[src/rtl/conv_enc_k3_tx_if.sv]
// rtl/conv_enc_k3_tx_if.sv - handshake bundle between bit source, encoder and pair sink
interface conv_enc_k3_tx_if;
    logic       start;
    logic       in_bit;
    logic       in_valid;
    logic       in_ready;
    logic [1:0] tx_pair;
    logic       tx_valid;
    logic       tx_ready;
    logic       tx_last;
    logic       busy;
    logic       frame_done;

    // Encoder side
    modport slave (
        input  start, in_bit, in_valid, tx_ready,
        output in_ready, tx_pair, tx_valid, tx_last, busy, frame_done
    );

    // Source/sink side
    modport master (
        output start, in_bit, in_valid, tx_ready,
        input  in_ready, tx_pair, tx_valid, tx_last, busy, frame_done
    );
endinterface

[src/rtl/conv_enc_k3_tx.sv]
// rtl/conv_enc_k3_tx.sv - rate-1/2 K=3 convolutional encoder with zero-tail termination
module conv_enc_k3_tx #(
    parameter int         FRAME_LEN = 8,
    parameter logic [2:0] G0        = 3'b111,
    parameter logic [2:0] G1        = 3'b101
) (
    input logic             clk,
    input logic             rst,
    conv_enc_k3_tx_if.slave bus
);
    localparam int CW = $clog2(FRAME_LEN + 1);
    localparam logic [CW-1:0] LAST_CNT = CW'(FRAME_LEN - 1);

    localparam logic [1:0] S_IDLE  = 2'd0;
    localparam logic [1:0] S_DATA  = 2'd1;
    localparam logic [1:0] S_TAIL  = 2'd2;
    localparam logic [1:0] S_DRAIN = 2'd3;

    logic [1:0]    state_q, state_d;
    logic [1:0]    sr_q, sr_d;
    logic [CW-1:0] bit_cnt_q, bit_cnt_d;
    logic          tail_cnt_q, tail_cnt_d;
    logic [1:0]    tx_pair_q, tx_pair_d;
    logic          tx_valid_q, tx_valid_d;
    logic          tx_last_q, tx_last_d;

    logic adv;
    logic in_ready;
    logic accept;
    logic last_hs;

    // Vector is {current input, newest stored bit, oldest stored bit}
    function automatic logic [1:0] encode(input logic u, input logic [1:0] sr);
        logic [2:0] v;
        v = {u, sr};
        return {^(v & G0), ^(v & G1)};
    endfunction

    assign adv      = !tx_valid_q || bus.tx_ready;
    assign in_ready = (state_q == S_DATA) && adv;
    assign accept   = in_ready && bus.in_valid;
    assign last_hs  = tx_valid_q && bus.tx_ready && tx_last_q;

    // Next-state logic: frame sequencing and output register loading
    always_comb begin
        state_d    = state_q;
        sr_d       = sr_q;
        bit_cnt_d  = bit_cnt_q;
        tail_cnt_d = tail_cnt_q;
        tx_pair_d  = tx_pair_q;
        tx_valid_d = tx_valid_q;
        tx_last_d  = tx_last_q;

        // A consumed pair empties the register unless something reloads it below
        if (tx_valid_q && bus.tx_ready) begin
            tx_valid_d = 1'b0;
            tx_last_d  = 1'b0;
        end

        case (state_q)
            S_IDLE: begin
                if (bus.start) begin
                    sr_d       = 2'b00;
                    bit_cnt_d  = '0;
                    tail_cnt_d = 1'b0;
                    state_d    = S_DATA;
                end
            end
            S_DATA: begin
                if (accept) begin
                    tx_pair_d  = encode(bus.in_bit, sr_q);
                    tx_valid_d = 1'b1;
                    tx_last_d  = 1'b0;
                    sr_d       = {bus.in_bit, sr_q[1]};
                    bit_cnt_d  = bit_cnt_q + CW'(1);
                    if (bit_cnt_q == LAST_CNT) begin
                        tail_cnt_d = 1'b0;
                        state_d    = S_TAIL;
                    end
                end
            end
            S_TAIL: begin
                if (adv) begin
                    tx_pair_d  = encode(1'b0, sr_q);
                    tx_valid_d = 1'b1;
                    tx_last_d  = tail_cnt_q;
                    sr_d       = {1'b0, sr_q[1]};
                    tail_cnt_d = 1'b1;
                    if (tail_cnt_q) begin
                        state_d = S_DRAIN;
                    end
                end
            end
            default: begin
                if (last_hs) begin
                    state_d = S_IDLE;
                end
            end
        endcase
    end

    // State and output registers with synchronous reset
    always_ff @(posedge clk) begin
        if (rst) begin
            state_q    <= S_IDLE;
            sr_q       <= 2'b00;
            bit_cnt_q  <= '0;
            tail_cnt_q <= 1'b0;
            tx_pair_q  <= 2'b00;
            tx_valid_q <= 1'b0;
            tx_last_q  <= 1'b0;
        end else begin
            state_q    <= state_d;
            sr_q       <= sr_d;
            bit_cnt_q  <= bit_cnt_d;
            tail_cnt_q <= tail_cnt_d;
            tx_pair_q  <= tx_pair_d;
            tx_valid_q <= tx_valid_d;
            tx_last_q  <= tx_last_d;
        end
    end

    assign bus.in_ready   = in_ready;
    assign bus.tx_pair    = tx_pair_q;
    assign bus.tx_valid   = tx_valid_q;
    assign bus.tx_last    = tx_last_q;
    assign bus.busy       = (state_q != S_IDLE);
    // Done is flagged on the final handshake itself, not a cycle later
    assign bus.frame_done = !rst && (state_q == S_DRAIN) && last_hs;
endmodule
[src/flat_wrapper.sv]
// flat-port wrapper written by rule: the top's interface ports become plain ports
module conv_enc_k3_tx_flat 
#(
    parameter int         FRAME_LEN = 8,
    parameter logic [2:0] G0        = 3'b111,
    parameter logic [2:0] G1        = 3'b101
)
  (clk, rst, bus_start, bus_in_bit, bus_in_valid, bus_tx_ready, bus_in_ready, bus_tx_pair, bus_tx_valid, bus_tx_last, bus_busy, bus_frame_done);
  conv_enc_k3_tx_if bus_i ();
  input logic clk;
  input logic rst;
  input wire logic [$bits(bus_i.start)-1:0] bus_start;
  input wire logic [$bits(bus_i.in_bit)-1:0] bus_in_bit;
  input wire logic [$bits(bus_i.in_valid)-1:0] bus_in_valid;
  input wire logic [$bits(bus_i.tx_ready)-1:0] bus_tx_ready;
  output wire logic [$bits(bus_i.in_ready)-1:0] bus_in_ready;
  output wire logic [$bits(bus_i.tx_pair)-1:0] bus_tx_pair;
  output wire logic [$bits(bus_i.tx_valid)-1:0] bus_tx_valid;
  output wire logic [$bits(bus_i.tx_last)-1:0] bus_tx_last;
  output wire logic [$bits(bus_i.busy)-1:0] bus_busy;
  output wire logic [$bits(bus_i.frame_done)-1:0] bus_frame_done;
  assign bus_i.start = bus_start;
  assign bus_i.in_bit = bus_in_bit;
  assign bus_i.in_valid = bus_in_valid;
  assign bus_i.tx_ready = bus_tx_ready;
  assign bus_in_ready = bus_i.in_ready;
  assign bus_tx_pair = bus_i.tx_pair;
  assign bus_tx_valid = bus_i.tx_valid;
  assign bus_tx_last = bus_i.tx_last;
  assign bus_busy = bus_i.busy;
  assign bus_frame_done = bus_i.frame_done;
  conv_enc_k3_tx #(.FRAME_LEN(FRAME_LEN), .G0(G0), .G1(G1)) u_core (.clk(clk), .rst(rst), .bus(bus_i));
endmodule
[config.mk]
export PLATFORM = sky130hd
export DESIGN_NAME = conv_enc_k3_tx_flat
export DESIGN_NICKNAME = d
export VERILOG_FILES = /design/src/rtl/conv_enc_k3_tx_if.sv /design/src/rtl/conv_enc_k3_tx.sv /design/src/flat_wrapper.sv
export SDC_FILE = /design/constraint.sdc
export NUM_CORES = 1
export LEC_CHECK = 0
export BUFFER_PORTS_ARGS = -buffer_cell sky130_fd_sc_hd__buf_2
export CORE_MARGIN = 5
export CORE_UTILIZATION = 54
export DETAILED_ROUTE_END_ITERATION = 6
export GPL_ROUTABILITY_DRIVEN = 0
export PLACE_DENSITY = 0.77
export RECOVER_POWER = 50
export SYNTH_ARGS = -nofsm -noshare
export SYNTH_HDL_FRONTEND = slang
export SYNTH_SLANG_ARGS = --single-unit
[constraint.sdc]
create_clock -name clk -period 2.3 [get_ports clk]
set_input_delay 0.345 -clock clk [delete_from_list [all_inputs] [get_ports clk]]
set_output_delay 0.345 -clock clk [all_outputs]
set_load 0.03 [all_outputs]
Word level (Yosys, flattened, before mapping)
Cells that the tools add are included.
- bits in latches: 0
- register bits: 13
- memory bits (read-only): 0
- memories: 0
- logic and storage cells: 71
- RAM bits: 0
- input port bits: 6
- multiply operators: 0
- $add $sub $neg: 1
- div/mod/pow operators: 0
- reductions and logical operators: 24
- order comparisons: 0
- equality and inequality tests: 9
- shifts and indexed selects: 0
- mux-type cells: 30
- bitwise gates (word level): 0
- operators by type and width (operator ; number):
    2-bit 2-to-1 mux ; 11
    2-bit case mux with 3 select lines ; 2
    3-bit parity ; 4
    1-bit 2-to-1 mux ; 10
    4-bit 2-to-1 mux ; 2
    4-bit case mux with 2 select lines ; 1
    1-bit logical AND ; 6
    2-bit by 1-bit inequality test with 1-bit output (second input constant) ; 3
    3-bit AND reduction ; 2
    6-bit AND reduction ; 1
    2-bit nonzero test ; 3
    5-bit AND reduction ; 1
    4-bit by 1-bit adder with 4-bit output (second input constant) ; 1
    2-bit == test (second input constant) ; 2
    4-bit by 3-bit == test with 1-bit output (second input constant) ; 1
    2-bit inequality test (second input constant) ; 2
    1-bit case mux with 2 select lines ; 2
    2-bit case mux with 2 select lines ; 1
    4-bit AND reduction ; 1
    4-bit nonzero test ; 1
    1-bit case mux with 3 select lines ; 1
    3-bit nonzero test ; 1
    2-bit by 1-bit == test with 1-bit output (second input constant) ; 1
    1-bit logical NOT ; 2
    other kinds (2) ; 2

Logic depth before layout (Yosys ltp)
Gate-level depths: netlist of run 1.
- depth after elaboration: 6
- depth in mapped cells: 8
- mapped depth without buffers: 7

Least setup slack after synthesis of run 1
OpenSTA, ideal clock, no wires.
- kind: reg2reg
- from: reg u_core.state_q[0]
- to: reg u_core.state_q[0]
- setup slack: 424 ps
- path buffers: 1
- arrival: 1806 ps
- cell stages (with the launch flop): 9
- path through: dfxtp_1 -> inv_1 -> ha_1 -> buf_6 -> and3b_4 -> o22ai_4 -> o21ai_2 -> or4_1 -> a21oi_1
- word-level cells in the longest chain between the ends: 5
- RTL lines (element ; RTL line ; RTL):
    start: declaration ; conv_enc_k3_tx.sv:19 ; logic [1:0] state_q, state_d;
    start signal: assignment ; conv_enc_k3_tx.sv:113 ; state_q <= state_d;
    2-bit by 1-bit == test with 1-bit output ; conv_enc_k3_tx.sv:40, conv_enc_k3_tx.sv:60 ;
    1-bit logical AND ; conv_enc_k3_tx.sv:40 ; assign in_ready = (state_q == S_DATA) && adv;
    1-bit logical AND ; conv_enc_k3_tx.sv:41 ; assign accept = in_ready && bus.in_valid;
    2-bit by 1-bit inequality test with 1-bit output (no source line) ; n/a ;
    6-bit AND reduction (no source line) ; n/a ;
Parallel ways exist; a longest one is shown, timed or not.
A chain may end at the register's enable or synchronous reset.

Final worst setup path of run 1
- from: reg u_core.state_q[0]
- to: reg u_core.bit_cnt_q[3]
- word-level cells in the longest chain between the ends: 5
- RTL lines (element ; RTL line ; RTL):
    2-bit by 1-bit == test with 1-bit output ; conv_enc_k3_tx.sv:40, conv_enc_k3_tx.sv:60 ;
    1-bit logical AND ; conv_enc_k3_tx.sv:40 ;
    1-bit logical AND ; conv_enc_k3_tx.sv:41 ;
    2-bit by 1-bit inequality test with 1-bit output (no source line) ; n/a ;
    3-bit AND reduction (no source line) ; n/a ;
    end signal: assignment ; conv_enc_k3_tx.sv:115 ; bit_cnt_q <= bit_cnt_d;
    end: declaration ; conv_enc_k3_tx.sv:21 ; logic [CW-1:0] bit_cnt_q, bit_cnt_d;
Parallel ways exist; a longest one is shown, timed or not.

==> results summary, run 1 <==
The initial standard-cell utilization of the core came out at 56.12%. The largest net degree at the start of global routing is 14. Summed over all instances, the cell type with the most area after synthesis is dfxtp_1. Setup violations remaining at the end of the flow were counted as 0. The number of standard cells after synthesis is 99. The endpoint arrival time on the critical path came out at 2220 ps. The pre-CTS setup slack is 359.4 ps. The routed via count came out at 762. Global routing used 19.81% of the available met1 tracks. The number of antenna violations at the first check in global routing is 0. The net switching power came out at 466.7 µW. The fraction of power spent switching nets is 47.49%. The worst setup path is launched from a register. Buffers placed on the I/O ports in this run total 12. The maximum clock rate is 0.5000 GHz.

The async set or reset register ratio after synthesis came out at 0%. The worst path uses 86.96% of the clock period. The number of max-capacitance violations reported is 0. For met3 alone, demand over resource in global routing was 6.116%.

The post-synthesis sequential area ratio came out at 31.52%. The mean area per synthesized cell came out at 8.341 µm². The first global-routing pass estimated 3194 µm of wire. Once routing completed, OpenROAD measured the worst setup slack at 299.8 ps. The number of distinct library cells after synthesis is 33. Once detail routing completed, the nets flagged for antenna violations numbered 0.

The most numerous cell type found on the critical path is nand2_1. The length of the first detailed-routing pass in iterations is 4. The run finished with clean final reports. The final routed wire length divided by cell count came out at 13.81 µm. In this run the clock root is driven by a clkbuf_4.

Summing all multi-input logic gate instances after layout gives 516.7 µm². The number of pins exceeding their max-slew limit in the final report is 0. The fraction of layout instances using a drive strength above 1 came out at 13.27%. The number of hold-slack violations in the final timing report came out at 0.

Global routing consumed, over all layers together, 16.52% of the routing resources. The dominant delay contributor by cell family on the critical path is simple AND/OR/NAND/NOR gates. The per-cell via count in the routed design came out at 5.907.

Fill cells in the final layout number 132. The number of top-level pins came out at 13. The buffer count from post-CTS setup fixing is 0. Of all nets on the critical path, the largest fanout is 6. The number of nets in the final layout came out at 126. The HPWL after detailed placement is 1370 µm. For this run, the slowest stage of the critical path takes 470 ps. Between clock sinks in the finished design, the worst skew comes to 13.31 ps. The worst pin sits at a relative slew slack of 74.95%. Clock latency on the worst-skew pair, taken at its later pin, is 280 ps.

At the pin with the least slew margin, the transition time is 372.3 ps. Buffers inserted to repair hold after CTS numbered 0. Of the total power, registers draw 29.7%. Yosys attributes the largest share of cell area to dfxtp_1 32%, ha_1 9.1%, mux2i_1 6.1%, nand2_1 4.5%, a21oi_1 4.2%. TritonCTS built the clock tree.

For this design the static power due to leakage is 0.0003918 µW. The worst setup path is captured at a register. The quantity of gates resized following cts is 0.

The H-tree depth is 1. The number of enable-type register cells in the synthesized netlist is 0. The area enclosed by the die boundary came out at 0.002411 mm². The CTS sink count is 13. The total area of sequential cells is 260.3 µm².

After the first detailed-routing iteration, the DRC count stood at 15. Row generation in the floorplan step produced 14 rows. The library cells used most frequently in the layout, excluding fill and tap cells, are 13 x dfxtp_1, 10 x nand2_1, 8 x inv_1, 8 x nor2_1. The maximum clock path buffer count is 2.

Setup repair after global routing left no endpoint under its margin. The slowest stage of the critical path belongs to the cell or4_1. The relative contribution of the clock network to total power came out at 14.5%. The most common cell after layout, fill and taps aside is dfxtp_1.

The overall routed net length is 1781 µm. The number of buffers and inverters on the critical path is 0. Compared with the post-synthesis result, the final layout area differs by 10.30%. The number of antenna cells inserted is 0.

The via count of the first global-routing pass is 730. The die is 49.11 µm wide. STA puts the critical path data required time at 2520 ps. For this run the aggregate overflow at the end of global routing stands at 0. The internal power contribution is 516.2 µW. In the global route stage, met2 resource usage came out at 27.47%.

Among all flip-flop cells after synthesis, the most frequent one is dfxtp_1. The power density normalized to cell area is 1079 mW/mm². The number of warnings issued by yosys came out at 0.

Summed over all failing endpoints, the final setup total negative slack is 0 ps. The total area inside the core boundary comes to 0.001471 mm². The chip height came out at 49.11 µm. The critical path is of the reg2reg type. The CTS buffer count came out at 3. The path class of the tightest hold or removal check is in2reg. The cell area that synthesis handed to floorplanning was 825.8 µm². The worst-case IR drop observed on VDD is 0.0006404 V.

The synthesis-stage register bit count came out at 13. For the finished layout, the period the worst path requires is 2000 ps. The register clock-pin slew on the reported worst setup and hold paths came out at 90 ps. The combinational cell fraction of total power is 55.8%. Walking the worst path, the cells encountered are ha_1, nand2_1, o21ai_0, nand2_1, or4_1, a21oi_1. Summed over its instances, the top area cell type makes up 31.52% of the synthesized netlist area.

The power after layout is 982.9 µW. met2 is the most crowded layer. The synthesized netlist net count came out at 111.

The detailed-route DRC error count came out at 0.
## cells in the mapped netlist, drive strengths merged, types with 2 or more instances
library cell / count
dfxtp: 13
nand2: 10
inv: 8
nor2: 8
a21oi: 7
ha: 6
mux2i: 5
o21ai: 5
nor2b: 4
and3: 3
a311oi: 2
clkbuf: 2
nand3: 2
nand3b: 2
nand4: 2
nor3: 2
o32ai: 2
or4: 2
xnor2: 2
## registers in the layout, indices dropped and copies added (netlist names)
name                 cells
u_core.sr_q              2
u_core.state_q           2
u_core.bit_cnt_q         4
u_core.tail_cnt_q        1
u_core.bus.tx_pair       2
u_core.bus.tx_valid      1
u_core.bus.tx_last       1
## stage by stage
step	hold WS [ps]	cell area [µm²]	cells	utilization, %
finish	405.5	910.9	129	61.90
floorplan	456.5	825.8	99	-
global route	423.1	910.9	129	61.90
detailed placement	488.5	894.6	125	60.80
CTS	400.2	920.9	129	62.59
global placement	470.9	894.6	125	60.80
## layer usage
| metal | vias up | routed length (µm) |
|---|---|---|
| li1 | 381 | - |
| met1 | 351 | 771 |
| met2 | 28 | 896 |
| met3 | 2 | 105 |
| met4 | 0 | 8 |
| met5 | - | 0 |
## power groups by stage
stage / Sequential (µW) / Clock, µW / Combinational (µW)
4_1_cts: 291 / 148 / 553
2_1_floorplan: 325 / 0 / 405
6_report: 292 / 143 / 548
5_1_grt: 298 / 161 / 614
3_5_place_dp: 296 / 0 / 554
3_3_place_gp: 295 / 0 / 545
## worst paths after layout
check / from / to / slack [ps] / cells past startpoint
worst max-delay path: u_core.state_q[0] / u_core.bit_cnt_q[3] / 300 / 6
worst max register to register: u_core.state_q[0] / u_core.bit_cnt_q[3] / 300 / 6
worst min-delay path: rst / u_core.bit_cnt_q[3] / 410 / 2
worst min register to register: u_core.state_q[1] / u_core.state_q[1] / 500 / 2
## logic make-up after synthesis
family,synth area share (%)
buffers and inverters,5.909
muxes,6.061
xor gates and xnor gates,2.122
and+or+nand+nor,26.82
AOI/OAI and AO/OA,18.49
adders and majority gates,9.091
DFF,31.52
## layout make-up
type | instances | area share [%]
multi-input cells | 75 | 56.73
flip-flops and latches | 13 | 28.57
repair buffers | 13 | 6.319
inverters | 8 | 3.297
clock buffers | 4 | 2.885
well taps | 16 | 2.198
No activity file was read; power rests on OpenSTA's default activity.
==> run 2: changes to the inputs <==
PLACE_DENSITY = 0.87   (was 0.77)
==> run 2 against run 1 <==
Sequential power decreased by 1%. Largest cell class unchanged. Count of clock-buffer cells in the layout unchanged. Non-clock buffer count unchanged. Worst setup slack got worse by 3.4 ps. Sequential share of layout area decreased by 0.078 points. Clock skew decreased by 9.3 ps. Routed wire length decreased by 1.3%. Fmax decreased by 0.17%. Cell area increased by 0.27%. Cell count unchanged. Die area unchanged.
==> results summary, run 2 (synthesis gave the netlist of run 1 again) <==
Result of the run: completed (unchanged). The worst-margin pin slew is 406.5 ps (was 372.3 ps). The count of standard-cell rows came out at 14 (unchanged). The wire length of the first global-routing pass came out at 2967 µm (was 3194 µm). The sum of net half-perimeters after detailed placement came out at 1323 µm (was 1370 µm). The number of antenna cells inserted is 0 (unchanged). The area enclosed by the die boundary came out at 0.002411 mm² (unchanged). The net switching power came to 465.5 µW (was 466.7 µW). The overall routed net length is 1757 µm (was 1781 µm). The beginning of the worst hold path is rst (unchanged). The standby leakage power is 0.0003924 µW (was 0.0003918 µW). The final worst clock skew is 3.991 ps (was 13.31 ps). The number of hold-slack violations in the final timing report came out at 0 (unchanged). The routed via count came out at 756 (was 762).

The global-route usage over all layers is 15.37% (was 16.52%). The number of max-capacitance violations reported came to 0 (unchanged). The maximum clock rate came out at 0.4991 GHz (was 0.5000 GHz). The number of nets in the final layout came out at 126 (unchanged).

The register-to-register setup slack came out at 300 ps (about the same). The critical path required time is 2520 ps (about the same). The area of the multi-input gates came out at 516.7 µm² (unchanged). Cell breakdown of the critical path: inv_1, ha_1, nand2_1, o21ai_0, nand2_1, or4_1, a21oi_1 (was ha_1, nand2_1, o21ai_0, nand2_1, or4_1, a21oi_1). The part of the total power dissipated in sequential elements is 29.3% (was 29.7%). The maximum fanout along the worst path came out at 6 (unchanged). The maximum clock path buffer count is 2 (unchanged). The setup TNS is 0 ps (unchanged). The number of flip-flops in the largest register was 4 (unchanged). The placeable core area is 0.001471 mm² (unchanged). The hold-fix buffer count after cts is 0 (unchanged). The width of the chip is 49.11 µm (unchanged). The maximum vdd drop came out at 0.0006056 V (was 0.0006404 V).

The internal power contribution came to 518.0 µW (was 516.2 µW). Leading cell types in the layout, fill and taps excluded: 13 x dfxtp_1, 10 x nand2_1, 8 x inv_1, 8 x nor2_1 (unchanged). The register bank with the most flops is u_core.bit_cnt_q (unchanged). The remaining global-route overflow came to 0 (unchanged). The number of top-level pins is 13 (unchanged). The fraction of layout instances using a drive strength above 1 is 13.27% (unchanged).

The worst slew margin relative to its limit is 72.65% (was 74.95%). The cell chosen for the clock root is clkbuf_4 (unchanged). The worst-case reg-to-reg path depth is 7 (was 6). The largest stage delay on the critical path came out at 480 ps (was 470 ps). The beginning of the worst register-to-register path is u_core.state_q[1] (was u_core.state_q[0]). The slowest cell on the critical path is or4_1 (unchanged). The number of pins exceeding their max-slew limit in the final report is 0 (unchanged).

The H-tree depth is 1 (unchanged). The relative contribution of the clock network to total power is 14.9% (was 14.5%). The via count of the first global-routing pass came out at 718 (was 730). The path type of the worst setup path is reg2reg (unchanged). The CTS buffer count came to 3 (unchanged).

The CTS tree is built (unchanged). The detailed-route DRC error count is 0 (unchanged). The initial standard-cell utilization of the core came to 56.12% (unchanged). The non-filler instance count after layout came out at 129 (unchanged). The remaining antenna violation count came out at 0 (unchanged). The total area of sequential cells is 260.3 µm² (unchanged). The largest net degree at the start of global routing came out at 14 (unchanged). The final routed wire length divided by cell count came out at 13.62 µm (was 13.81 µm). The chip height is 49.11 µm (unchanged). The buffer count from post-CTS setup fixing was 0 (unchanged). The number of antenna violations at the first check in global routing came out at 0 (unchanged).

The total of endpoints with negative setup slack in the final report came to 0 (unchanged). The power after layout came out at 983.4 µW (was 982.9 µW). The area growth from synthesis to final layout was 10.61% (was 10.30%). The endpoint arrival time on the critical path was 2220 ps (about the same). The register clock-pin slew on the reported worst setup and hold paths is 80 ps (was 90 ps). The clock latency reported for the late side of the worst-skew pair came out at 280 ps (about the same).

The per-cell via count in the routed design is 5.860 (was 5.907). The category of the worst setup path launch point is a register (unchanged). The number of violations reported at the end of detailed-routing iteration 0 came to 26 (was 15). The length of the first detailed-routing pass in iterations came out at 4 (unchanged).

The clock period minus final worst setup slack came out at 2004 ps (was 2000 ps). The cell seen most often among critical-path stages was nand2_1 (unchanged). The critical path launch point is u_core.state_q[1] (was u_core.state_q[0]). The endpoint type of the worst setup path is a register (unchanged). The final-layout fill cell count came out at 132 (unchanged).

The number of cells in the design after placement was 125 (unchanged). The fraction of power spent switching nets is 47.33% (was 47.49%). The power density normalized to cell area came to 1077 mW/mm² (was 1079 mW/mm²). The CTS sink count came out at 13 (unchanged). The quantity of gates resized following cts came out at 0 (unchanged). The hold path depth is 2 (unchanged). The worst min-delay path endpoint is u_core.bus.tx_valid (was u_core.bit_cnt_q[3]). The worst min-delay path class was in2reg (unchanged). RSZ-0062 raised after global routing: false (unchanged).

The share of the clock period used by the worst path after layout is 87.11% (was 86.96%). The count of buffers inserted at the top-level ports is 12 (unchanged). The critical register-to-register path endpoint is u_core.bit_cnt_q[3] (unchanged).

The combinational cell fraction of total power is 55.8% (about the same). The most common cell after layout, fill and taps aside was dfxtp_1 (unchanged).
[run 2: changes by cell type in the layout (fill, tap and decap cells not counted)]
cell and change:
buf_2 -1, buf_4 +1
[run 2: layout make-up]
type,count,share of cell area [%]
multi-input combinational,75,56.58
inverter,8,3.288
sequential,13,28.49
tap,16,2.192
clock buffer,4,2.877
timing repair buffer,13,6.575
[run 2: per-stage QoR]
stage                     hold WS (ps)  setup WS, ps  cell area, µm²  utilization, %
after floorplan                  456.5         423.5           825.8               -
after global placement           472.4         393.3           894.6           60.80
after detailed placement         486.8         377.2           894.6           60.80
after CTS                        391.9         355.4           920.9           62.59
after global routing             401.1         93.30           913.4           62.07
final                            397.0         296.5           913.4           62.07
[run 2: worst max-delay path by stage]
stage | end | cells past startpoint | slack [ps]
after detailed placement | u_core.bit_cnt_q[3] | 7 | 380
after CTS | u_core.state_q[0] | 7 | 360
after floorplan | u_core.state_q[0] | 8 | 420
after global routing | u_core.bit_cnt_q[3] | 7 | 90
after global placement | u_core.state_q[0] | 7 | 390
final | u_core.bit_cnt_q[3] | 7 | 300
[run 2: critical path: cells and delay by family (launching register included)]
family                     cells  cell delay, ps
and+or+nand+nor                3             800
AOI/OAI and AO/OA              2             410
adders and majority gates      1             270
buffers and inverters          1             110
DFF                            1             340
[run 2: power groups by stage]
stage	sequential (µW)	combinational [µW]	clock, µW
finish	288	549	146
global route	293	603	158
CTS	287	552	150
detailed placement	292	551	0
global placement	291	536	0
floorplan	325	405	0
[run 2: per-layer routing]
metal | global-route usage [%] | part of all wire [%] | up-vias
li1 | - | - | 383
met4 | 8.969 | 2.7 | 0
met1 | 18.23 | 43 | 342
met3 | 5.199 | 7.9 | 5
met5 | 0 | 0 | -
met2 | 23.61 | 46 | 26
==> run 3: changes to the inputs <==
CORE_MARGIN = default   (was 5)
==> run 3 against run 2 <==
Global-route usage is 10 points higher. Routed wire length is 6.0% higher. Sequential share of layout area increased by 0.44 points. Count of clock-buffer cells in the layout unchanged. Flip-flop and latch count is the same. Hold slack improved by 1.1 ps. Register-to-register slack got worse by 130 ps. Sequential power barely moved. Cell area decreased by 1.5%. Critical path depth unchanged. Largest cell class unchanged.
==> results summary, run 3 (synthesis gave the netlist of run 1 again) <==
The length of the first detailed-routing pass in iterations is 4 (unchanged). The quantity of gates resized following cts is 0 (unchanged). The critical path required time came out at 2520 ps (about the same).

The maximum clock rate is 0.4696 GHz (was 0.4991 GHz). The maximum clock path buffer count came out at 2 (unchanged). The final-layout fill cell count came out at 121 (was 132). The detailed-route DRC error count is 0 (unchanged).

The overall routed net length is 1862 µm (was 1757 µm). The cell chosen for the clock root was clkbuf_4 (unchanged). Result of the run: completed (unchanged). The final worst clock skew is 8.476 ps (was 3.991 ps). The chip height came out at 41.11 µm (was 49.11 µm). The number of antenna violations at the first check in global routing is 0 (unchanged). The remaining global-route overflow is 0 (unchanged). The per-cell via count in the routed design came out at 6.016 (was 5.860). The non-filler instance count after layout came out at 128 (was 129). The power density normalized to cell area came out at 1098 mW/mm² (was 1077 mW/mm²). The number of violations reported at the end of detailed-routing iteration 0 is 50 (was 26). The path type of the worst setup path is reg2reg (unchanged). The final critical-path setup slack is 170.5 ps (was 296.5 ps). The placeable core area is 0.001366 mm² (was 0.001471 mm²). The via count of the first global-routing pass is 687 (was 718). The CTS tree is built (unchanged).

The count of standard-cell rows was 13 (was 14). The category of the worst setup path launch point is a register (unchanged). The sum of net half-perimeters after detailed placement came to 1373 µm (was 1323 µm). The register clock-pin slew on the reported worst setup and hold paths came out at 90 ps (was 80 ps). The wire length of the first global-routing pass is 2842 µm (was 2967 µm). The number of nets in the final layout is 126 (unchanged). The initial standard-cell utilization of the core came out at 60.44% (was 56.12%). The standby leakage power is 0.0003930 µW (was 0.0003924 µW). The number of pins exceeding their max-slew limit in the final report is 0 (unchanged). The number of max-capacitance violations reported is 0 (unchanged).

The largest net degree at the start of global routing was 14 (unchanged). The H-tree depth is 1 (unchanged). The final routed wire length divided by cell count is 14.55 µm (was 13.62 µm).

The pre-CTS setup slack came to 342.5 ps (was 377.2 ps). The total of endpoints with negative setup slack in the final report came out at 0 (unchanged). The share of the clock period used by the worst path after layout is 92.59% (was 87.11%).

The worst-margin pin slew is 470.7 ps (was 406.5 ps). The worst min-delay path class was in2reg (unchanged). The worst slew margin relative to its limit came out at 68.33% (was 72.65%). RSZ-0062 raised after global routing: false (unchanged).

The endpoint type of the worst setup path was a register (unchanged). The routed via count is 770 (was 756). The maximum vdd drop is 0.0005993 V (was 0.0006056 V).

The CTS sink count is 13 (unchanged). The setup TNS is 0 ps (unchanged). The endpoint arrival time on the critical path came out at 2350 ps (was 2220 ps). The clock period minus final worst setup slack is 2130 ps (was 2004 ps). The maximum fanout along the worst path came to 5 (was 6).

The CTS buffer count came out at 3 (unchanged). The count of buffers inserted at the top-level ports came to 12 (unchanged). The remaining antenna violation count came to 0 (unchanged). The area growth from synthesis to final layout came out at 8.939% (was 10.61%). The global-route usage over all layers came to 25.45% (was 15.37%). The register bank with the most flops is u_core.bit_cnt_q (unchanged). Leading cell types in the layout, fill and taps excluded: 13 x dfxtp_1, 10 x nand2_1, 8 x inv_1, 8 x nor2_1 (unchanged). The number of hold-slack violations in the final timing report came out at 0 (unchanged). The number of antenna cells inserted came to 0 (unchanged). The width of the chip is 41.11 µm (was 49.11 µm). The most common cell after layout, fill and taps aside is dfxtp_1 (unchanged). The clock latency reported for the late side of the worst-skew pair came out at 280 ps (about the same).

The area enclosed by the die boundary came to 0.001690 mm² (was 0.002411 mm²). The number of flip-flops in the largest register came out at 4 (unchanged). The hold-fix buffer count after cts came out at 0 (unchanged). The buffer count from post-CTS setup fixing came out at 0 (unchanged). The number of top-level pins came to 13 (unchanged). The number of cells in the design after placement came out at 124 (was 125). The fraction of layout instances using a drive strength above 1 came out at 13.27% (unchanged).
==> run 3: cell types whose count changed in the layout (fill, tap and decap cells not counted), sizes merged <==
cell / change
clkbuf: -1
buf: +1
==> run 3: metal layers <==
layer,track usage (%),vias up,part of all wire (%)
met5,0,-,0
met4,15.32,0,2.1
met3,3.804,6,5.4
met2,45.31,29,49
met1,27.92,355,44
li1,-,380,-
==> run 3: path summary, 6_finish.rpt <==
kind	slack [ps]	endpoint	startpoint	cells past startpoint
max	170	u_core.state_q[0]	u_core.state_q[0]	7
min	400	u_core.tail_cnt_q	rst	2
max reg2reg	170	u_core.state_q[0]	u_core.state_q[0]	7
min reg2reg	510	u_core.bit_cnt_q[3]	u_core.bit_cnt_q[3]	2
==> run 3: per-stage QoR <==
stage	hold WS [ps]	utilization (%)	area, µm²	power, µW
after floorplan	456.5	-	825.8	729.9
after global placement	472.2	65.38	893.4	826.2
after detailed placement	494.7	65.38	893.4	849.8
after CTS	399.8	67.31	919.6	999.6
after global routing	391.1	65.84	899.6	1063
final	398.1	65.84	899.6	988.1
==> run 3: layout make-up <==
type | count | area [µm²] | area share, %
multi-input combinational | 75 | 503.0 | 55.91
sequential | 13 | 260.3 | 28.93
timing repair buffer | 13 | 61.31 | 6.815
inverter | 8 | 30.03 | 3.338
clock buffer | 4 | 26.28 | 2.921
tap | 15 | 18.77 | 2.086
==> run 3: report_power, final <==
| group | switching (µW) | total [µW] | internal, µW |
|---|---|---|---|
| Combinational | 365 | 554 | 188 |
| Clock | 77.0 | 144 | 67.2 |
| Sequential | 30.1 | 290 | 260 |
==> run 3: critical path: stages (launching register included) <==
cell     delay [ps]
dfxtp_1         420
inv_1           100
ha_1            230
and3b_4         190
o22ai_1         330
o21ai_2         130
or4_1           510
a21oi_1         150
